===== config.mk =====
export PLATFORM = sky130hd
export DESIGN_NAME = lsu_ctrl_flat
export DESIGN_NICKNAME = d
export VERILOG_FILES = /design/src/rtl/lsu_pkg.sv /design/src/rtl/lsu_if.sv /design/src/rtl/lsu_align.sv /design/src/rtl/lsu_ctrl.sv /design/src/flat_wrapper.sv
export SDC_FILE = /design/constraint.sdc
export NUM_CORES = 1
export LEC_CHECK = 0
export CORE_MARGIN = 10
export CORE_UTILIZATION = 28
export DETAILED_ROUTE_END_ITERATION = 8
export GPL_TIMING_DRIVEN = 0
export PLACE_DENSITY = 0.65
export SYNTH_ARGS = -nofsm -noshare
export SYNTH_HDL_FRONTEND = slang
export SYNTH_SLANG_ARGS = --single-unit

===== constraint.sdc =====
create_clock -name clock -period 4.13 [get_ports clock]
set_input_delay 0.6195 -clock clock [delete_from_list [all_inputs] [get_ports clock]]
set_output_delay 0.6195 -clock clock [all_outputs]
set_load 0.02 [all_outputs]

===== src/rtl/lsu_pkg.sv =====
// Shared types, constants and helpers for the load/store control stage.
// The MMIO window constants must match the physical-memory model's device map.
package lsu_pkg;

   localparam int DATA_W = 64;

   typedef enum logic [1:0] {
      SZ_B = 2'd0,
      SZ_H = 2'd1,
      SZ_W = 2'd2,
      SZ_D = 2'd3
   } size_e;

   typedef enum logic [1:0] {
      ST_IDLE   = 2'd0,
      ST_ACCESS = 2'd1,
      ST_WAIT   = 2'd2,
      ST_RESP   = 2'd3
   } state_e;

   localparam logic [63:0] PMEM_BASE = 64'h0000_0000_8000_0000;
   localparam logic [63:0] MMIO_BASE = 64'h0000_0000_A000_0000;
   localparam logic [63:0] MMIO_END  = 64'h0000_0000_B000_0000;

   function automatic logic [7:0] base_mask(input size_e sz);
      logic [7:0] m;
      unique case (sz)
         SZ_B:    m = 8'h01;
         SZ_H:    m = 8'h03;
         SZ_W:    m = 8'h0F;
         default: m = 8'hFF;
      endcase
      return m;
   endfunction

   // Natural alignment: the low address bits covered by the access size must be zero.
   function automatic logic is_misaligned(input size_e sz, input logic [2:0] off);
      logic [2:0] low;
      unique case (sz)
         SZ_B:    low = 3'b000;
         SZ_H:    low = 3'b001;
         SZ_W:    low = 3'b011;
         default: low = 3'b111;
      endcase
      return (off & low) != 3'b000;
   endfunction

endpackage


===== src/rtl/lsu_if.sv =====
// Request/response handshake and physical-memory port of the load/store stage.
// slave = lsu_ctrl side, master = MEM stage plus memory model side.
interface lsu_if;
   import lsu_pkg::*;

   logic              req_valid;
   logic              req_ready;
   logic              req_wen;
   logic [DATA_W-1:0] req_addr;
   logic [DATA_W-1:0] req_wdata;
   logic [1:0]        req_size;
   logic              req_signed;

   logic              resp_valid;
   logic              resp_ready;
   logic [DATA_W-1:0] resp_rdata;
   logic              resp_mmio;
   logic              resp_err;

   logic [DATA_W-1:0] pmem_raddr;
   logic              pmem_rvalid;
   logic [DATA_W-1:0] pmem_rdata;
   logic [DATA_W-1:0] pmem_waddr;
   logic [DATA_W-1:0] pmem_wdata;
   logic [7:0]        pmem_mask;
   logic              pmem_visit;

   modport slave (
      input  req_valid, req_wen, req_addr, req_wdata, req_size, req_signed,
      output req_ready,
      output resp_valid, resp_rdata, resp_mmio, resp_err,
      input  resp_ready,
      output pmem_raddr, pmem_rvalid, pmem_waddr, pmem_wdata, pmem_mask,
      input  pmem_rdata, pmem_visit
   );

   modport master (
      output req_valid, req_wen, req_addr, req_wdata, req_size, req_signed,
      input  req_ready,
      input  resp_valid, resp_rdata, resp_mmio, resp_err,
      output resp_ready,
      input  pmem_raddr, pmem_rvalid, pmem_waddr, pmem_wdata, pmem_mask,
      output pmem_rdata, pmem_visit
   );

endinterface


===== src/rtl/lsu_align.sv =====
// Byte-lane alignment: store data/mask shifted into the 8-byte word, load data
// shifted down, truncated to size and sign/zero-extended.
module lsu_align
   import lsu_pkg::*;
(
   input  logic [2:0]        addr_lo,
   input  size_e             size,
   input  logic              sign,
   input  logic [DATA_W-1:0] wdata,
   input  logic [DATA_W-1:0] rdata,
   output logic [DATA_W-1:0] wdata_sh,
   output logic [7:0]        mask_sh,
   output logic [DATA_W-1:0] rdata_ext
);

   logic [5:0]        bit_sh;
   logic [DATA_W-1:0] rdata_sh;

   assign bit_sh = {addr_lo, 3'b000};

   // Lanes pushed past byte 7 fall off the top of both data and mask.
   assign wdata_sh = wdata << bit_sh;
   assign mask_sh  = base_mask(size) << addr_lo;
   assign rdata_sh = rdata >> bit_sh;

   always_comb begin
      rdata_ext = rdata_sh;
      unique case (size)
         SZ_B:    rdata_ext = sign ? {{56{rdata_sh[7]}},  rdata_sh[7:0]}
                                   : {56'h0, rdata_sh[7:0]};
         SZ_H:    rdata_ext = sign ? {{48{rdata_sh[15]}}, rdata_sh[15:0]}
                                   : {48'h0, rdata_sh[15:0]};
         SZ_W:    rdata_ext = sign ? {{32{rdata_sh[31]}}, rdata_sh[31:0]}
                                   : {32'h0, rdata_sh[31:0]};
         default: rdata_ext = rdata_sh;
      endcase
   end

endmodule


===== src/rtl/lsu_ctrl.sv =====
// Load/store control stage in front of the physical-memory model: one request per
// handshake, single-cycle memory strobe, emulated latency. Optional: LSU_MISALIGN_CHK_EN.
//
// state     | meaning
// ----------+------------------------------------------------------------
// ST_IDLE   | req_ready high, waiting for a request
// ST_ACCESS | one-cycle pmem strobe; read data and visit flag latched at exit
// ST_WAIT   | latency down-counter running, leaves at terminal count 0
// ST_RESP   | resp_valid high with stable payload until resp_ready
module lsu_ctrl
   import lsu_pkg::*;
#(
   parameter int LATENCY = 0,
   parameter int XLEN    = 64
) (
   input  logic  clock,
   input  logic  reset,
   lsu_if.slave  bus
);

   localparam bit       HAS_WAIT    = (LATENCY > 0);
   localparam int       WAIT_INIT_I = (LATENCY > 0) ? LATENCY - 1 : 0;
   localparam logic [3:0] WAIT_INIT = WAIT_INIT_I[3:0];

   state_e            state_q, state_d;
   logic              wen_q, sign_q, visit_q, err_q;
   logic [XLEN-1:0]   addr_q, wdata_q, rdata_q;
   size_e             size_q;
   logic [3:0]        cnt_q;
   logic              misalign;

   logic [XLEN-1:0]   wdata_sh, rdata_ext;
   logic [7:0]        mask_sh;

`ifdef LSU_MISALIGN_CHK_EN
   assign misalign = is_misaligned(size_e'(bus.req_size), bus.req_addr[2:0]);
`else
   assign misalign = 1'b0;
`endif

   lsu_align u_align (
      .addr_lo   (addr_q[2:0]),
      .size      (size_q),
      .sign      (sign_q),
      .wdata     (wdata_q),
      .rdata     (rdata_q),
      .wdata_sh  (wdata_sh),
      .mask_sh   (mask_sh),
      .rdata_ext (rdata_ext)
   );

   always_ff @(posedge clock or negedge reset) begin
      if (!reset) begin
         state_q <= ST_IDLE;
         wen_q   <= 1'b0;
         sign_q  <= 1'b0;
         visit_q <= 1'b0;
         err_q   <= 1'b0;
         addr_q  <= '0;
         wdata_q <= '0;
         rdata_q <= '0;
         size_q  <= SZ_B;
         cnt_q   <= 4'd0;
      end else begin
         state_q <= state_d;
         unique case (state_q)
            ST_IDLE: begin
               if (bus.req_valid) begin
                  wen_q   <= bus.req_wen;
                  sign_q  <= bus.req_signed;
                  addr_q  <= bus.req_addr;
                  wdata_q <= bus.req_wdata;
                  size_q  <= size_e'(bus.req_size);
                  rdata_q <= '0;
                  visit_q <= 1'b0;
                  err_q   <= misalign;
               end
            end
            ST_ACCESS: begin
               rdata_q <= bus.pmem_rdata;
               visit_q <= bus.pmem_visit;
               cnt_q   <= WAIT_INIT;
            end
            ST_WAIT: begin
               if (cnt_q != 4'd0) cnt_q <= cnt_q - 4'd1;
            end
            default: ;
         endcase
      end
   end

   always_comb begin
      state_d         = state_q;
      bus.req_ready   = 1'b0;
      bus.resp_valid  = 1'b0;
      bus.pmem_rvalid = 1'b0;
      bus.pmem_mask   = 8'h00;
      unique case (state_q)
         ST_IDLE: begin
            bus.req_ready = 1'b1;
            if (bus.req_valid) state_d = misalign ? ST_RESP : ST_ACCESS;
         end
         ST_ACCESS: begin
            // The memory model writes combinationally: mask lives for this cycle only.
            bus.pmem_rvalid = ~wen_q;
            bus.pmem_mask   = wen_q ? mask_sh : 8'h00;
            state_d         = HAS_WAIT ? ST_WAIT : ST_RESP;
         end
         ST_WAIT: begin
            if (cnt_q == 4'd0) state_d = ST_RESP;
         end
         ST_RESP: begin
            bus.resp_valid = 1'b1;
            if (bus.resp_ready) state_d = ST_IDLE;
         end
         default: state_d = ST_IDLE;
      endcase
   end

   assign bus.pmem_raddr = {addr_q[XLEN-1:3], 3'b000};
   assign bus.pmem_waddr = {addr_q[XLEN-1:3], 3'b000};
   assign bus.pmem_wdata = wdata_sh;

   assign bus.resp_rdata = (state_q == ST_RESP && !wen_q && !err_q) ? rdata_ext : '0;
   assign bus.resp_mmio  = (state_q == ST_RESP) & visit_q;

`ifdef LSU_MISALIGN_CHK_EN
   assign bus.resp_err = (state_q == ST_RESP) & err_q;
`else
   assign bus.resp_err = 1'b0;
`endif

endmodule

===== src/flat_wrapper.sv =====
// flat-port wrapper written by rule: the top's interface ports become plain ports
module lsu_ctrl_flat import lsu_pkg::*;
#(
   parameter int LATENCY = 0,
   parameter int XLEN    = 64
)
  (clock, reset, bus_req_valid, bus_req_wen, bus_req_addr, bus_req_wdata, bus_req_size, bus_req_signed, bus_req_ready, bus_resp_valid, bus_resp_rdata, bus_resp_mmio, bus_resp_err, bus_resp_ready, bus_pmem_raddr, bus_pmem_rvalid, bus_pmem_waddr, bus_pmem_wdata, bus_pmem_mask, bus_pmem_rdata, bus_pmem_visit);
  lsu_if bus_i ();
  input  logic clock;
  input  logic reset;
  input wire logic [$bits(bus_i.req_valid)-1:0] bus_req_valid;
  input wire logic [$bits(bus_i.req_wen)-1:0] bus_req_wen;
  input wire logic [$bits(bus_i.req_addr)-1:0] bus_req_addr;
  input wire logic [$bits(bus_i.req_wdata)-1:0] bus_req_wdata;
  input wire logic [$bits(bus_i.req_size)-1:0] bus_req_size;
  input wire logic [$bits(bus_i.req_signed)-1:0] bus_req_signed;
  output wire logic [$bits(bus_i.req_ready)-1:0] bus_req_ready;
  output wire logic [$bits(bus_i.resp_valid)-1:0] bus_resp_valid;
  output wire logic [$bits(bus_i.resp_rdata)-1:0] bus_resp_rdata;
  output wire logic [$bits(bus_i.resp_mmio)-1:0] bus_resp_mmio;
  output wire logic [$bits(bus_i.resp_err)-1:0] bus_resp_err;
  input wire logic [$bits(bus_i.resp_ready)-1:0] bus_resp_ready;
  output wire logic [$bits(bus_i.pmem_raddr)-1:0] bus_pmem_raddr;
  output wire logic [$bits(bus_i.pmem_rvalid)-1:0] bus_pmem_rvalid;
  output wire logic [$bits(bus_i.pmem_waddr)-1:0] bus_pmem_waddr;
  output wire logic [$bits(bus_i.pmem_wdata)-1:0] bus_pmem_wdata;
  output wire logic [$bits(bus_i.pmem_mask)-1:0] bus_pmem_mask;
  input wire logic [$bits(bus_i.pmem_rdata)-1:0] bus_pmem_rdata;
  input wire logic [$bits(bus_i.pmem_visit)-1:0] bus_pmem_visit;
  assign bus_i.req_valid = bus_req_valid;
  assign bus_i.req_wen = bus_req_wen;
  assign bus_i.req_addr = bus_req_addr;
  assign bus_i.req_wdata = bus_req_wdata;
  assign bus_i.req_size = bus_req_size;
  assign bus_i.req_signed = bus_req_signed;
  assign bus_req_ready = bus_i.req_ready;
  assign bus_resp_valid = bus_i.resp_valid;
  assign bus_resp_rdata = bus_i.resp_rdata;
  assign bus_resp_mmio = bus_i.resp_mmio;
  assign bus_resp_err = bus_i.resp_err;
  assign bus_i.resp_ready = bus_resp_ready;
  assign bus_pmem_raddr = bus_i.pmem_raddr;
  assign bus_pmem_rvalid = bus_i.pmem_rvalid;
  assign bus_pmem_waddr = bus_i.pmem_waddr;
  assign bus_pmem_wdata = bus_i.pmem_wdata;
  assign bus_pmem_mask = bus_i.pmem_mask;
  assign bus_i.pmem_rdata = bus_pmem_rdata;
  assign bus_i.pmem_visit = bus_pmem_visit;
  lsu_ctrl #(.LATENCY(LATENCY), .XLEN(XLEN)) u_core (.clock(clock), .reset(reset), .bus(bus_i));
endmodule

======== After elaboration in Yosys (flattened, before gate mapping) ========
Index checks and enable logic that the tools add are counted.
cells by class
  add/subtract/negate cells ............... 1
  eq/ne operators ......................... 9
  shift-type cells ........................ 3
  mux-type cells .......................... 21
  bitwise gates (word level) .............. 2
  reductions and logical operators ........ 12
operators by type and width
  kind                                                                   number
  64-bit two-way mux                                                     5
  64-bit one-hot mux with 3 select lines                                 1
  64-bit one-hot mux with 2 select lines                                 1
  64-bit by 6-bit left shift with 64-bit output                          1
  64-bit by 6-bit >> shifter with 64-bit output                          1
  8-bit one-hot mux with 3 select lines                                  1
  8-bit two-way mux                                                      2
  2-bit one-hot mux with 4 select lines                                  1
  4-bit one-hot mux with 2 select lines                                  1
  8-bit by 3-bit left shift with 8-bit output                            1
  2-bit equality test, second input constant                             3
  2-bit two-way mux                                                      3
  2-bit AND reduction                                                    3
  2-bit by 1-bit equality test with 1-bit output, second input constant  2
  2-bit logical NOT                                                      2
  4-bit logical NOT                                                      1
  1-bit two-way mux                                                      4
  4-bit two-way mux                                                      1
  2-bit by 1-bit != test with 1-bit output, second input constant        2
  2-bit != test, second input constant                                   2
  2-bit nonzero test                                                     2
  4-bit nonzero test                                                     1
  4-bit by 1-bit subtractor with 4-bit output, second input constant     1
  3-bit AND reduction                                                    1
  5 further kinds                                                        5
word-level totals
  bits in registers ....................... 203
  word-level logic and storage cells ...... 57

======== Longest topological paths before layout ========
Gate-level depths: netlist of run 1.
  depth in word-level cells ............... 5
  mapped depth ............................ 9

======== By module ========
A second synthesis of run 1 with hierarchy kept.
unflattened totals
  cells, all modules ...................... 1267
  area, all modules ....................... 13524.2 um2
modules (own cells, without submodules)
  module     times used  cells an instance  area an instance (um2)  sequential area each (um2)
  lsu_ctrl   1           676                8984.9                  5079.9
  lsu_align  1           591                4539.4                  0.0

======== Worst setup path after synthesis of run 1 ========
OpenSTA, ideal clock, no wires.
  path type ............................... register to output
  start point ............................. reg u_core.addr_q[1]
  end point ............................... out bus_pmem_mask[2]
  arrival ................................. 2466 ps
  path slack .............................. 1044 ps
  stages on the path, launching flop included .. 7
  path buffers ............................ 4
  cells stage by stage .................... dfrtp_1 > buf_6 > buf_2 > buf_1 > clkbuf_1 > a211oi_1 > a2111oi_0
between the ends
  longest elaborated chain between the ends .. 3
ends and longest elaborated chain
  what                                         line                source
  start: declaration                           lsu_ctrl.sv:27      logic [XLEN-1:0] addr_q, wdata_q, rdata_q;
  start signal: assignment                     lsu_ctrl.sv:71      addr_q <= bus.req_addr;
  8-bit by 3-bit left shift with 8-bit output  lsu_align.sv:23     assign mask_sh = base_mask(size) << addr_lo;
  8-bit two-way mux                            lsu_ctrl.sv:106     bus.pmem_mask = wen_q ? mask_sh : 8'h00;
  8-bit two-way mux                            lsu_ctrl.sv:98      unique case (state_q)
  end: declaration                             flat_wrapper.sv:27  output wire logic [$bits(bus_i.pmem_mask)-1:0] bus_pmem_mask;
No other way between the ends.

======== Worst setup path after layout of run 1 ========
  start point ............................. reg u_core.rdata_q[63]
  end point ............................... out bus_resp_rdata[17]
between the ends
  longest elaborated chain between the ends .. 4
  elaborated cells between the ends (all ways) .. 5
  classes of those cells .................. shift (1); mux (4)
ends and longest elaborated chain
  what                                               line                              source
  start: declaration                                 lsu_ctrl.sv:27
  start signal: assignment                           lsu_ctrl.sv:80                    rdata_q <= bus.pmem_rdata;
  64-bit by 6-bit >> shifter with 64-bit output (*)  lsu_align.sv:24                   assign rdata_sh = rdata >> bit_sh;
  64-bit two-way mux, on equally long branches       lsu_align.sv:31, lsu_align.sv:29
  64-bit one-hot mux with 3 select lines (*)         lsu_align.sv:28                   unique case (size)
  64-bit two-way mux (*)                             lsu_ctrl.sv:124                   assign bus.resp_rdata = (state_q == ST_RESP && !wen_q && !err_q) ? rdata_ext : '0;
  end: declaration                                   flat_wrapper.sv:19                output wire logic [$bits(bus_i.resp_rdata)-1:0] bus_resp_rdata;
Mark *: on every way between the ends. The rest lies on a longest branch, timed or not.

==> results by group, run 1 <==
CTS
  – CTS root buffer: clkbuf_16
  – Num CTS Buffers: 27
  – Clk_lat worst skew: 0.56 ns
  – Maximum clock path buffer count: 3
  – Post-CTS setup buffer count: 0
  – CTS tree: done
  – Clk slew on worst S/H paths: 0.06 ns
  – Clk sink count: 203
  – Level count of the clock H-tree: 1

Global route
  – GR Util All Layers: about a fifth
  – Initial antenna violation count: 1
  – Global-route wire length before repair: 86.94 mm
  – Gr ovfl total: 0
  – Vias in the first global route: 12,390
  – Largest net degree at the start of global routing: between 100 and 150

Final layout
  – Post-route cell area: 19,210 um2
  – Fill count: about 4,500
  – Area grow syn2layout: 50.10%
  – Final core occ: between 40% and 50%
  – Final #Nets: between 1,500 and 2,000
  – Share of cells above drive strength 1: 25.43%

Power and ir drop
  – Comb pwr share: roughly two thirds
  – Pint: between 10 and 15 mW
  – Sw power: 9.134 mW
  – Clk pwr share: a little under an eighth
  – Post-layout total power: between 15 and 20 mW
  – PwrDens: 1020 nW/um2
  – Leak: about 8.5 nW
  – Seq pwr share: between 20% and 30%
  – Sw Share: 46.60%
  – VDD IR max: ~550 uV

Detailed routing
  – Met3 WL: 5.529 mm
  – Pre-antenna DRT Iters: 5
  – Vias/cell: between 5 and 6
  – Post-route ant nets: 0
  – Top routing layer in use: met4
  – Wire length on met2: ~29 mm
  – DRC Markers: 0
  – M1 WL: approximately 24 mm
  – Vias: roughly 12,000
  – Initial drt markers: 1,179
  – DRT Wirelength: about 60 mm
  – WL per Instance: between 20 and 30 um

Yosys
  – Area leader, netlist: dfrtp_1
  – Avg Cell Area, Syn: between 10 and 15 um2
  – EDFF count, synth: 0
  – Synth cell count leaders: 203 x dfrtp_1, 172 x mux2_2, 129 x buf_4, 90 x mux2i_1, 82 x nor2_1
  – Flops & latches, synth: 203
  – Most frequent cell after synthesis: dfrtp_1
  – Count of unique library cells instantiated by Yosys: 48
  – FFs w/ async S/R, synth: 100.0%
  – Seq/Total Area, Yosys: 39.68%
  – YS warnings: 0
  – Netlist Area Pre-Place: 12,800 um2
  – Yosys top cell area share: 39.68%
  – Most common flop cell mapped by yosys: dfrtp_1
  – Top cells by area, synth: dfrtp_1 40%, mux2_2 15%, buf_4 7.6%
  – Cell count after synthesis: roughly 1,200

Setup path
  – Crit-path slowest cell: clkdlybuf4s50_1
  – Critical Path Fanout Max: 9
  – Worst setup startpoint: u_core.rdata_q[63]
  – CP bufs+invs: 3
  – Register-to-Register Path Depth: 6
  – Worst setup path end: bus_resp_rdata[17]
  – CP required: 3.51 ns
  – Crit Reg-Reg Endpoint: u_core.wdata_q[24]
  – Internal reg-to-reg setup slack: around 1.3 ns
  – Startpoint of the worst register-to-register path: u_core.state_q[0]
  – Worst path max stage delay: between 0.6 and 0.7 ns
  – Cell Chain, Critical Path: mux2i_1, mux4_2, or2_1, buf_6, o31a_1, buf_6, a21oi_1, clkdlybuf4s50_1
  – CP endpoint kind: output port
  – CP Depth: 8
  – Top Family by Delay on Critical Path: buffers and inverters
  – Crit path kind: flip-flop to output port
  – CP dominant cell by count: buf_6
  – Critical Path AT: ~3.4 ns
  – CP Launch Type: flip-flop

STA
  – Hold WS: 0.1027 ns
  – Clock Skew: 0.01052 ns
  – Worst Max-Slew Pin Slew: between 0.9 and 1 ns
  – Final setup violation count: 0
  – Final hold violations: 0
  – Setup ws final: about 0.075 ns
  – Final min period: 4.055 ns
  – Max Slew Vio Count: 0
  – Crit share post-route: a little over nine tenths
  – Fmax: approximately 250 MHz
  – Slew HR: around two fifths
  – RSZ-0062 raised after global routing: false

Outcome
  – Status: finished clean

Placement
  – Post-detail-place hpwl: just under 50 mm
  – GP Congestion: a little under 1
  – Pre-CTS WS: -0.2566 ns
  – I/O Buffers: 462
  – Placed cell areas: between 15,000 and 20,000 um2

Die
  – Die area: 54,670 um2
  – Die Ht: between 200 and 250 um
  – Rows: slightly below 80
  – Io pins: 470
  – DIE WIDTH: 233.8 um
  – Initial core utilization: between 20% and 30%
  – Core Footprint: between 40,000 and 50,000 um2

Job
  – Max cap viols: 0

Min path
  – Worst Hold Class: primary input to async pin
## layout make-up
class / instances / area, um2 / share of cell area [%]
multi-input combinational: 783 / 6317 / 32.88
clock inverter: 9 / 108.9 / 0.5665
timing repair buffer: 463 / 4681 / 24.36
buffer: 231 / 1486 / 7.736
sequential: 203 / 5080 / 26.44
clock buffer: 37 / 743.2 / 3.868
antenna: 1 / 2.502 / 0.01302
inverter: 12 / 45.04 / 0.2344
tap: 600 / 750.7 / 3.907
## flip-flops by register name (all words and copies together) (netlist names)
register / count
u_core.wen_q: 1
u_core.rdata_q: 64
u_core.addr_q: 64
u_core.state_q: 2
u_core.visit_q: 1
u_core.cnt_q: 4
u_core.sign_q: 1
u_core.size_q: 2
u_core.wdata_q: 64
## how the worst min path moves through the flow
| stage | depth (start not counted) | slack (ns) | to |
|---|---|---|---|
| 2_1_floorplan | 0 | 0.32 | u_core.addr_q[0] |
| 3_3_place_gp | 1 | 0.50 | u_core.wdata_q[51] |
| 3_5_place_dp | 1 | 0.49 | u_core.wdata_q[51] |
| 4_1_cts | 1 | 0.13 | u_core.addr_q[31] |
| 5_1_grt | 1 | 0.16 | u_core.addr_q[26] |
| 6_report | 1 | 0.10 | u_core.addr_q[28] |
## logic make-up (layout without fill, tap and decap cells)
logic type,after synthesis,after routing,share of synthesized area [%]
mux,284,284,26.04
compound gates,278,278,14.98
buf+inv,246,752,11.47
simple gates,205,205,6.979
flops,203,203,39.68
fa+ha+maj,7,7,0.6842
xor+xnor,2,2,0.1369
other cells,1,8,0.02929
## metrics by stage
step / TNS, ns / std cells
6_report: 0 / 2339
2_1_floorplan: 0 / 1232
5_1_grt: 0 / 2338
3_3_place_gp: -1316.40 / 2294
3_5_place_dp: -0.4402 / 2295
4_1_cts: 0 / 2339
## routing by layer
metal / up-vias / track usage, %
met1: 6020 / 26.77
met4: 0 / 6.329
met3: 106 / 5.318
met5: - / 0
li1: 5259 / -
met2: 639 / 35.65
## power by group through the flow
stage | Clock, mW | Sequential [mW] | Combinational (mW)
finish | 2.30 | 4.26 | 13.0
global route | 2.44 | 4.35 | 13.8
CTS | 2.37 | 4.22 | 13.0
detailed placement | 0 | 4.24 | 12.9
global placement | 0 | 4.21 | 12.8
floorplan | 0 | 3.62 | 7.89
## timing repair
action	4_1_cts	5_1_grt
gates cloned	0	0
hold buffers	0	0
hold endpoints to repair	0	0
gates resized for setup	70	46
pin swaps	0	1
endpoints found under the setup margin	118	59
## cell usage in the layout, fill, tap and decap left out, types with 4 or more instances in the layout
cell             instances
o31a_1                   4
o21a_1                   4
a2bb2oi_1                4
o21ai_0                 28
a211o_1                  6
ha_1                     7
a211oi_1                16
clkbuf_4                 5
o211ai_1                 7
conb_1                   7
buf_1                   13
nand2_1                 70
inv_1                   12
mux2_2                 172
clkbuf_1                42
and2_1                  17
clkdlybuf4s50_1        417
nor2_1                  80
dlymetal6s2s_1          21
a21oi_1                 73
a22o_1                  69
dlygate4sd2_1           23
mux2i_1                 90
o2bb2ai_1                8
o21ai_1                  6
clkbuf_16               27
o22ai_1                 28
nor2b_1                 15
buf_6                    4
clkbuf_2                17
or3_1                    4
buf_4                  141
mux4_2                  22
dfrtp_1                203
a21oi_2                 12
buf_2                   16
Note: power is estimated with default switching activity, not from simulation.
==> inputs of run 2 (changes only) <==
--- a/config.mk
+++ b/config.mk
@@ -9,6 +9,7 @@
 export CORE_UTILIZATION = 28
 export DETAILED_ROUTE_END_ITERATION = 8
 export GPL_TIMING_DRIVEN = 0
+export MAX_ROUTING_LAYER = met4
 export PLACE_DENSITY = 0.65
 export SYNTH_ARGS = -nofsm -noshare
 export SYNTH_HDL_FRONTEND = slang
==> run 2 against run 1 <==
Against the previous run:
- count of clock-buffer cells in the layout did not move
- fmax grew 0.40%
- sequential share of layout area is 0.21 points lower
- clock skew rose by 0.0023 ns
- worst setup slack better by 0.016 ns
- utilization grew 0.35 points
- critical path depth did not move
- hold slack gained 0.038 ns
- final area up 0.81%
- largest power group unchanged
- clock power increased by 8.7%
- via count about the same
- non-clock buffer count rose by 1
==> results by group, run 2 (synthesized netlist as in run 1, its figures left out) <==
CTS
  – Clk_lat worst skew: 0.56 ns (about the same)
  – CTS root buffer: clkbuf_16
  – Post-CTS setup buffer count: 0 (unchanged)
  – Num CTS Buffers: 26 (-3.7%)
  – Maximum clock path buffer count: 3 (unchanged)
  – Clk slew on worst S/H paths: 0.06 ns (about the same)
  – CTS tree: done
  – Clk sink count: 203 (unchanged)
  – Level count of the clock H-tree: 1 (unchanged)

Detailed routing
  – Initial drt markers: 1,025 (-13%)
  – Post-route ant nets: 0 (unchanged)
  – Vias/cell: 5.123 (-0.35%)
  – WL per Instance: 26.26 um (+0.99%)
  – DRC Markers: 0 (unchanged)
  – DRT Wirelength: 61.59 mm (+1.2%)
  – Vias: 12,010 (-0.091%)
  – Pre-antenna DRT Iters: 5 (unchanged)

Setup path
  – Critical Path Fanout Max: 10 (+1)
  – Cell Chain, Critical Path: buf_6, buf_2, clkbuf_4, clkbuf_2, o21a_1, nor2_1, nor3_2, clkdlybuf4s50_1
  – Crit path kind: flip-flop to output port
  – Worst path max stage delay: 0.70 ns (about the same)
  – Crit-path slowest cell: clkdlybuf4s50_1
  – CP endpoint kind: output port
  – CP Launch Type: flip-flop
  – CP required: 3.51 ns (about the same)
  – Top Family by Delay on Critical Path: buffers and inverters
  – Critical Path AT: 3.42 ns (-0.02 ns)
  – CP bufs+invs: 5 (+2)

Die
  – Rows: 78 (unchanged)
  – Die area: 54,670 um2 (unchanged)
  – Initial core utilization: 28.27% (unchanged)
  – Core Footprint: 45,280 um2 (unchanged)
  – Io pins: 470 (unchanged)
  – Die Ht: 233.8 um (unchanged)
  – DIE WIDTH: 233.8 um (unchanged)

Placement
  – Dpl cells: 2,295 (unchanged)
  – I/O Buffers: 462 (unchanged)
  – Post-detail-place hpwl: 48.71 mm (+0.23%)
  – GP Congestion: 0.9722 (-0.56%)

Global route
  – Initial antenna violation count: 4 (+3)
  – Gr ovfl total: 0 (unchanged)
  – Global-route wire length before repair: 87.28 mm (+0.39%)
  – Largest net degree at the start of global routing: 112 (+8.7%)
  – Vias in the first global route: 12,260 (-1.1%)
  – GR Util All Layers: 22.25% (+0.90 points)

STA
  – Worst Max-Slew Pin Slew: 0.9628 ns (+0.04961 ns)
  – Final setup violation count: 0 (unchanged)
  – Final setup TNS: 0 ns (unchanged)
  – RSZ-0062 raised after global routing: false
  – Clock Skew: 0.01287 ns (+0.002349 ns)
  – Max Slew Vio Count: 0 (unchanged)
  – Slew HR: 35.81% (-3.3 points)
  – Fmax: 247.6 MHz (+0.40%)
  – Final hold violations: 0 (unchanged)
  – Final min period: 4.039 ns (-0.01630 ns)
  – Crit share post-route: 97.79% (-0.39 points)

Power and ir drop
  – Leak: 8.736 nW (+2.2%)
  – Comb pwr share: 65.9% (-0.6 points)
  – Sw Share: 46.44% (-0.17 points)
  – Pint: 10.66 mW (+1.9%)
  – Seq pwr share: 21.5% (-0.2 points)
  – VDD IR max: 586.6 uV (+5.9%)
  – Clk pwr share: 12.6% (+0.8 points)
  – PwrDens: 1028 nW/um2 (+0.74%)
  – Sw power: 9.243 mW (+1.2%)

Final layout
  – Commonest non-fill, non-tap cell in the layout: clkdlybuf4s50_1
  – Largest registers: u_core.addr_q x64, u_core.rdata_q x64, u_core.wdata_q x64
  – Most frequent cells in the layout: 411 x clkdlybuf4s50_1, 202 x dfrtp_1, 172 x mux2_2, 139 x buf_4, 90 x mux2i_1
  – Share of cells above drive strength 1: 25.96% (+0.53 points)
  – Area grow syn2layout: 51.32%
  – Fin cells: 2,345 (+0.26%)
  – Fill count: 4,374 (-3.0%)
  – Final #Nets: 1,929 (unchanged)

Outcome
  – Status: finished clean

Min path
  – Worst Hold Class: primary input to async pin

Job
  – Max cap viols: 0 (unchanged)
run 2: area by class of cell:
cell class / instances / area [um2] / area share [%]
Tap cell: 600 / 750.7 / 3.875
Clock inverter: 11 / 165.2 / 0.8526
Antenna cell: 4 / 10.01 / 0.05167
Multi-Input combinational cell: 783 / 6335 / 32.70
Inverter: 12 / 45.04 / 0.2325
Timing Repair Buffer: 463 / 4711 / 24.32
Sequential cell: 203 / 5081 / 26.23
Buffer: 232 / 1500 / 7.744
Clock buffer: 37 / 773.2 / 3.992
run 2: path summary, 6_finish.rpt:
check	start	cells after the start	end	slack, ns
hold reg to reg	u_core.wdata_q[51]	1	u_core.wdata_q[51]	0.52
max in group asynchronous	reset	2	u_core.addr_q[62]	2.96
setup / recovery	u_core.addr_q[1]	8	bus_pmem_mask[3]	0.09
setup reg to reg	u_core.state_q[0]	6	u_core.wdata_q[24]	1.29
hold / removal	reset	1	u_core.addr_q[31]	0.14
min in group clock	u_core.wdata_q[51]	1	u_core.wdata_q[51]	0.52
run 2: per-stage QoR:
stage                     hold slack (ns)  setup WS [ns]  util (%)  cell area [um2]  power [mW]
after floorplan                    0.3239          1.044         -            12820       11.51
after global placement             0.5007         -6.464     40.19            18200       17.12
after detailed placement           0.4951        -0.2277     40.26            18230       17.21
after CTS                          0.1742       0.001987     42.47            19230       19.88
after global routing               0.1995      0.0005547     42.78            19370       20.88
final                              0.1403        0.09139     42.78            19370       19.90
run 2: repair_timing:
action / 4_1_cts / 5_1_grt
resized for setup: 70 / 60
hold buffers: 0 / 0
pin swaps: 1 / 0
endpoints found under the setup margin: 121 / 74
run 2: power by group through the flow:
stage | combinational [mW] | clock (mW) | sequential [mW]
floorplan | 7.89 | 0 | 3.62
global placement | 12.9 | 0 | 4.24
detailed placement | 12.9 | 0 | 4.27
CTS | 13.1 | 2.57 | 4.25
global route | 13.9 | 2.65 | 4.38
finish | 13.1 | 2.50 | 4.28
run 2: metal layers:
metal | track usage (%) | vias up | wire length [um]
met5 | - | - | 0
met2 | 35.82 | 659 | 29450
met4 | 6.974 | 0 | 2026
li1 | - | 5273 | -
met1 | 27.38 | 5976 | 24920
met3 | 4.943 | 105 | 5188
